File: src/rtl/mips_cpu_hilo_div_ctrl.sv
// HI/LO register file and multi-cycle divider sequencer for a MIPS pipeline.
// Issues, restarts and times out divides; serves MTHI/MTLO/MFHI/MFLO in IDLE.
`timescale 1ns/1ps
module mips_cpu_hilo_div_ctrl #(
  parameter int TIMEOUT = 63
) (
  input  logic        clk,
  input  logic        reset,
  input  logic        op_valid,
  input  logic [2:0]  op,
  input  logic [31:0] rs_val,
  input  logic [31:0] rt_val,
  output logic        op_ready,
  output logic [31:0] rd_val,
  output logic        rd_valid,
  output logic        busy,
  output logic [31:0] hi,
  output logic [31:0] lo,
  output logic        dbz_flag,
  output logic        timeout_err,
  output logic        div_start,
  output logic        div_sign,
  output logic        div_reset,
  output logic [31:0] div_dividend,
  output logic [31:0] div_divisor,
  input  logic [31:0] div_quotient,
  input  logic [31:0] div_remainder,
  input  logic        div_done,
  input  logic        div_dbz
);

  typedef enum logic [1:0] {IDLE, ABORT, START, WAIT} state_t;

  localparam int CW = $clog2(TIMEOUT + 1);

  localparam logic [2:0] OP_DIV  = 3'b000;
  localparam logic [2:0] OP_DIVU = 3'b001;
  localparam logic [2:0] OP_MTHI = 3'b010;
  localparam logic [2:0] OP_MTLO = 3'b011;
  localparam logic [2:0] OP_MFHI = 3'b100;
  localparam logic [2:0] OP_MFLO = 3'b101;

  state_t        state_q, state_d;
  logic [CW-1:0] cnt_q, cnt_d;
  logic [31:0]   hi_q, hi_d, lo_q, lo_d, rd_val_q, rd_val_d;
  logic [31:0]   dividend_q, dividend_d, divisor_q, divisor_d;
  logic          rd_valid_q, rd_valid_d, start_q, start_d, sign_q, sign_d;
  logic          dbz_q, dbz_d, tmo_q, tmo_d, rst_pulse_q, rst_pulse_d;
  logic          is_div_s, accept_s;

  // Handshake: divides are always accepted (they restart), everything else stalls unless IDLE.
  always_comb begin
    is_div_s = (op == OP_DIV) || (op == OP_DIVU);
    op_ready = is_div_s || (state_q == IDLE);
    accept_s = op_valid && op_ready;
  end

  // Next-state and datapath update; a newly accepted divide overrides whatever WAIT would do.
  always_comb begin
    state_d     = state_q;
    cnt_d       = cnt_q;
    hi_d        = hi_q;
    lo_d        = lo_q;
    rd_val_d    = rd_val_q;
    rd_valid_d  = 1'b0;
    start_d     = 1'b0;
    rst_pulse_d = 1'b0;
    dividend_d  = dividend_q;
    divisor_d   = divisor_q;
    sign_d      = sign_q;
    dbz_d       = dbz_q;
    tmo_d       = tmo_q;
    if (accept_s && is_div_s) begin
      dividend_d = rs_val;
      divisor_d  = rt_val;
      sign_d     = (op == OP_DIV);
      dbz_d      = 1'b0;
      tmo_d      = 1'b0;
      if (state_q == IDLE) begin
        state_d = START;
        start_d = 1'b1;
      end else begin
        state_d     = ABORT;
        rst_pulse_d = 1'b1;
      end
    end else begin
      case (state_q)
        IDLE: begin
          if (accept_s) begin
            case (op)
              OP_MTHI: hi_d = rs_val;
              OP_MTLO: lo_d = rs_val;
              OP_MFHI: begin
                rd_val_d   = hi_q;
                rd_valid_d = 1'b1;
              end
              OP_MFLO: begin
                rd_val_d   = lo_q;
                rd_valid_d = 1'b1;
              end
              default: rd_valid_d = 1'b0;
            endcase
          end else begin
            state_d = IDLE;
          end
        end
        ABORT: begin
          state_d = START;
          start_d = 1'b1;
        end
        START: begin
          state_d = WAIT;
          cnt_d   = {CW{1'b0}};
        end
        WAIT: begin
          if (div_done) begin
            state_d = IDLE;
            if (div_dbz) begin
              dbz_d = 1'b1;
            end else begin
              lo_d  = div_quotient;
              hi_d  = div_remainder;
              dbz_d = 1'b0;
            end
          end else begin
            cnt_d = cnt_q + CW'(1);
            if (cnt_d == CW'(TIMEOUT)) begin
              state_d     = IDLE;
              tmo_d       = 1'b1;
              rst_pulse_d = 1'b1;
            end else begin
              state_d = WAIT;
            end
          end
        end
        default: state_d = IDLE;
      endcase
    end
  end

  // State and output registers with synchronous reset.
  always_ff @(posedge clk) begin
    if (reset) begin
      state_q     <= IDLE;
      cnt_q       <= {CW{1'b0}};
      hi_q        <= 32'd0;
      lo_q        <= 32'd0;
      rd_val_q    <= 32'd0;
      rd_valid_q  <= 1'b0;
      start_q     <= 1'b0;
      rst_pulse_q <= 1'b0;
      dividend_q  <= 32'd0;
      divisor_q   <= 32'd0;
      sign_q      <= 1'b0;
      dbz_q       <= 1'b0;
      tmo_q       <= 1'b0;
    end else begin
      state_q     <= state_d;
      cnt_q       <= cnt_d;
      hi_q        <= hi_d;
      lo_q        <= lo_d;
      rd_val_q    <= rd_val_d;
      rd_valid_q  <= rd_valid_d;
      start_q     <= start_d;
      rst_pulse_q <= rst_pulse_d;
      dividend_q  <= dividend_d;
      divisor_q   <= divisor_d;
      sign_q      <= sign_d;
      dbz_q       <= dbz_d;
      tmo_q       <= tmo_d;
    end
  end

  // The divider is also held in reset for as long as the controller is.
  assign div_reset    = reset | rst_pulse_q;
  assign busy         = (state_q != IDLE);
  assign hi           = hi_q;
  assign lo           = lo_q;
  assign rd_val       = rd_val_q;
  assign rd_valid     = rd_valid_q;
  assign div_start    = start_q;
  assign div_sign     = sign_q;
  assign div_dividend = dividend_q;
  assign div_divisor  = divisor_q;
  assign dbz_flag     = dbz_q;
  assign timeout_err  = tmo_q;

endmodule

File: config.mk
export PLATFORM = sky130hd
export DESIGN_NAME = mips_cpu_hilo_div_ctrl
export DESIGN_NICKNAME = d
export VERILOG_FILES = /design/src/rtl/mips_cpu_hilo_div_ctrl.sv
export SDC_FILE = /design/constraint.sdc
export NUM_CORES = 1
export LEC_CHECK = 0
export CAP_MARGIN = 20
export CELL_PAD_IN_SITES_DETAIL_PLACEMENT = 0
export CELL_PAD_IN_SITES_GLOBAL_PLACEMENT = 2
export CORE_MARGIN = 4
export CORE_UTILIZATION = 24
export CTS_BUF_LIST = sky130_fd_sc_hd__clkbuf_4 sky130_fd_sc_hd__clkbuf_8
export DETAILED_ROUTE_END_ITERATION = 10
export GPL_ROUTABILITY_DRIVEN = 0
export HOLD_SLACK_MARGIN = 0.05
export PLACE_DENSITY = 0.82
export SYNTH_ARGS = -nofsm -noshare
export SYNTH_HDL_FRONTEND = slang
export SYNTH_SLANG_ARGS = --single-unit
export TNS_END_PERCENT = 10
File: constraint.sdc
create_clock -name clk -period 2.15 [get_ports clk]
set_input_delay 0.43 -clock clk [delete_from_list [all_inputs] [get_ports clk]]
set_output_delay 0.43 -clock clk [all_outputs]
set_load 0.005 [all_outputs]
==> impl_metrics.ini <==
[outcome]
status = finished clean

[place]
preCtsSetupSlack_ps = -55.4
dp_cells = 1487
dp_hpwl_microns = 18900
port_buffers = 303

[critical_path]
crit_path_end = busy
critPathKind = flop to output pin
crit_start = state_q[1]
crit_chain = nor2_2 -> inv_2 -> clkdlybuf4s50_1
reg2reg_from = cnt_q[1]
worst_setup_path_end_kind = output pin
arrival_ps = 1610
crit_cells = 3
slowest_stage = clkdlybuf4s50_1
path_buf_inv = 2
cp.required_ps = 1720
rrSetupSlack_ps = 260
cp_top_family = buffers and inverters
cp-start-kind = flop
cp_slowest_stage_delay_ps = 530
reg2reg_depth = 6
rr_endpoint = rst_pulse_q
cp_max_fo = 8

[sta]
maxSlewViolCount = 0
rsz0062_at_grt = no
slew_headroom_pct = 40.2
worstMarginPinSlew_ps = 897
fin_crit_ps = 2040
finalSetupViolations = 0
hold_viol_final = 0
fmax_ghz = 0.490
fin_ws_ps = 110
timing.final.crit_share_pct = 94.9
skew_ps = 18.4

[synth]
avgSynthCellArea_sq_um = 8.33
syn_area_sq_um = 6980
synth_top_cells_by_area = dfxtp_1, a21oi_1, nand2_1
ys_ff_latch = 174
yosysWarnings = 0
synthDominantCellAreaShare_pct = 49.9
yosysMostFrequentCell = dfxtp_1
synth_ff_type = dfxtp_1
synthCells = 838
synth_common_cells = dfxtp_1, a21oi_1, nand2_1
synth_edf_count = 0
async_reset_ff_share_pct = 0
synth_fp_nets = 976
synth_seq_area_share_pct = 49.9
synth_cell_types = 36
synth_top_cell_by_area = dfxtp_1

[global_routing]
grt_pass1_vias = 6897
grt_usage_pct = 16.4
grt_pass1_wl_microns = 40500
grt-ovfl-total = 0
grt_max_degree = 176
antenna_found_initial = 0

[floorplan]
start_util_pct = 24.3
die_w_microns = 179
die_h_microns = 179
rows = 62
die_area_sq_um = 31900
core-area_sq_um = 28700
io_pins = 304

[route]
via_per_inst = 4.59
drt-initial-drc-count = 336
ant_nets = 0
wirelength_microns = 26800
firstDrtPassIters = 5
drc_errors = 0
vias = 6974
wl_per_cell_microns = 17.7

[flow_run]
drv_cap = 0

[cells_and_area]
layout-drive-gt1-share_pct = 9.25
fin_util_pct = 38.2
n_antenna_cell = 0
synthToLayoutAreaGrowth_pct = 57.1
num-nets-final = 1260
finalNonFillerCells = 1519

[power]
p_leak_nw = 3.61
swShare_pct = 28.8
peakVddDrop_uv = 340
pwr-share-seq_pct = 50.2
p_clk_share_pct = 32.4
p_sw_w = 0.00198
p_int_w = 0.00490
p_comb_share_pct = 17.4
power_density_nw_per_um2 = 627

[cts]
numCtsBuffers = 17
tritoncts = done
htree_levels = 4
clock-root-buffer = clkbuf_8
cts_buffer_depth = 2
clk_transition_reported_paths_ps = 100
insertion_delay_ps = 450
clock-sinks = 174
holdBufCountCts = 0

[worst_hold_path]
worstHoldPathType = flop to flop
==> flip-flops by register name, indices dropped and copies added, names as in the netlist <==
register / cells
div_dividend: 32
div_divisor: 32
hi: 32
lo: 32
rd_val: 32
cnt_q: 6
state_q: 2
dbz_flag: 1
div_sign: 1
div_start: 1
rd_valid: 1
rst_pulse_q: 1
timeout_err: 1
==> area by class of cell <==
class | instances | area, sq um
clock buffer | 20 | 263
clock inverter | 12 | 103
fill | 2992 | 17700
inverter | 6 | 22.5
multi-input combinational | 586 | 3200
sequential | 174 | 3490
tap | 384 | 480
timing repair buffer | 337 | 3410
==> tightest hold or removal path: stages (launching register included) <==
cell and delay (ps):
dfxtp_1 320, nand2_1 50, a21oi_1 50
==> metrics by stage <==
stage                     setup TNS, ps  hold slack [ps]  area (sq um)  total power [W]
after global routing                  0              462         11000          0.00726
after detailed placement           -825              442         10600          0.00474
final                                 0              453         11000          0.00688
after global placement                0              438         10600          0.00473
after CTS                             0              455         11000          0.00703
after floorplan                       0              448          6980          0.00398
==> per-layer routing <==
layer / vias to the layer above / share of wire [%] / GRT usage (%)
met5: - / 0 / 0
met4: 0 / 0.85 / 3.26
met3: 16 / 9.8 / 6.80
met2: 241 / 45 / 25.7
met1: 3227 / 44 / 21.3
li1: 3490 / - / -
==> power groups by stage <==
stage          Combinational (W)  Clock, W  Sequential [W]
6_report                 0.00119   0.00223         0.00345
5_1_grt                  0.00131   0.00248         0.00348
4_1_cts                  0.00122   0.00236         0.00346
3_5_place_dp             0.00121         0         0.00353
3_3_place_gp             0.00121         0         0.00352
2_1_floorplan           0.000455         0         0.00352
==> cells by family after synthesis <==
| logic type | after synthesis | synth area share, % |
|---|---|---|
| buffers and inverters | 78 | 4.57 |
| DFF | 174 | 49.9 |
| AOI/OAI and AO/OA | 280 | 26.2 |
| adders and majority gates | 2 | 0.359 |
| muxes | 4 | 0.592 |
| and+or+nand+nor | 300 | 18.4 |
==> cell usage in the layout (no fill, tap or decap), types with 6 or more instances in the layout <==
master	count
buf_12	10
nand2_1	163
o221ai_1	32
clkdlybuf4s50_1	301
a21oi_1	167
buf_4	24
and2_1	32
dfxtp_1	172
a211oi_2	20
nand3_1	6
o21ai_0	6
nor2_1	75
clkbuf_8	18
a211oi_1	47
==> worst min path at each step <==
stage,cells after the start,slack (ps),end,start
global placement,2,440,rd_val[26],rd_val[26]
detailed placement,2,440,rd_val[3],rd_val[3]
CTS,2,460,rd_val[4],rd_val[4]
global route,3,460,div_divisor[10],rt_val[10]
floorplan,2,450,timeout_err,timeout_err
finish,2,450,rd_val[28],rd_val[28]
==> what timing repair did <==
action / in CTS / in global routing
setup endpoints to repair: 2 / 0
buffers inserted: 0 / 0
gates resized for setup: 4 / 0
No activity file was read; power rests on OpenSTA's default activity.
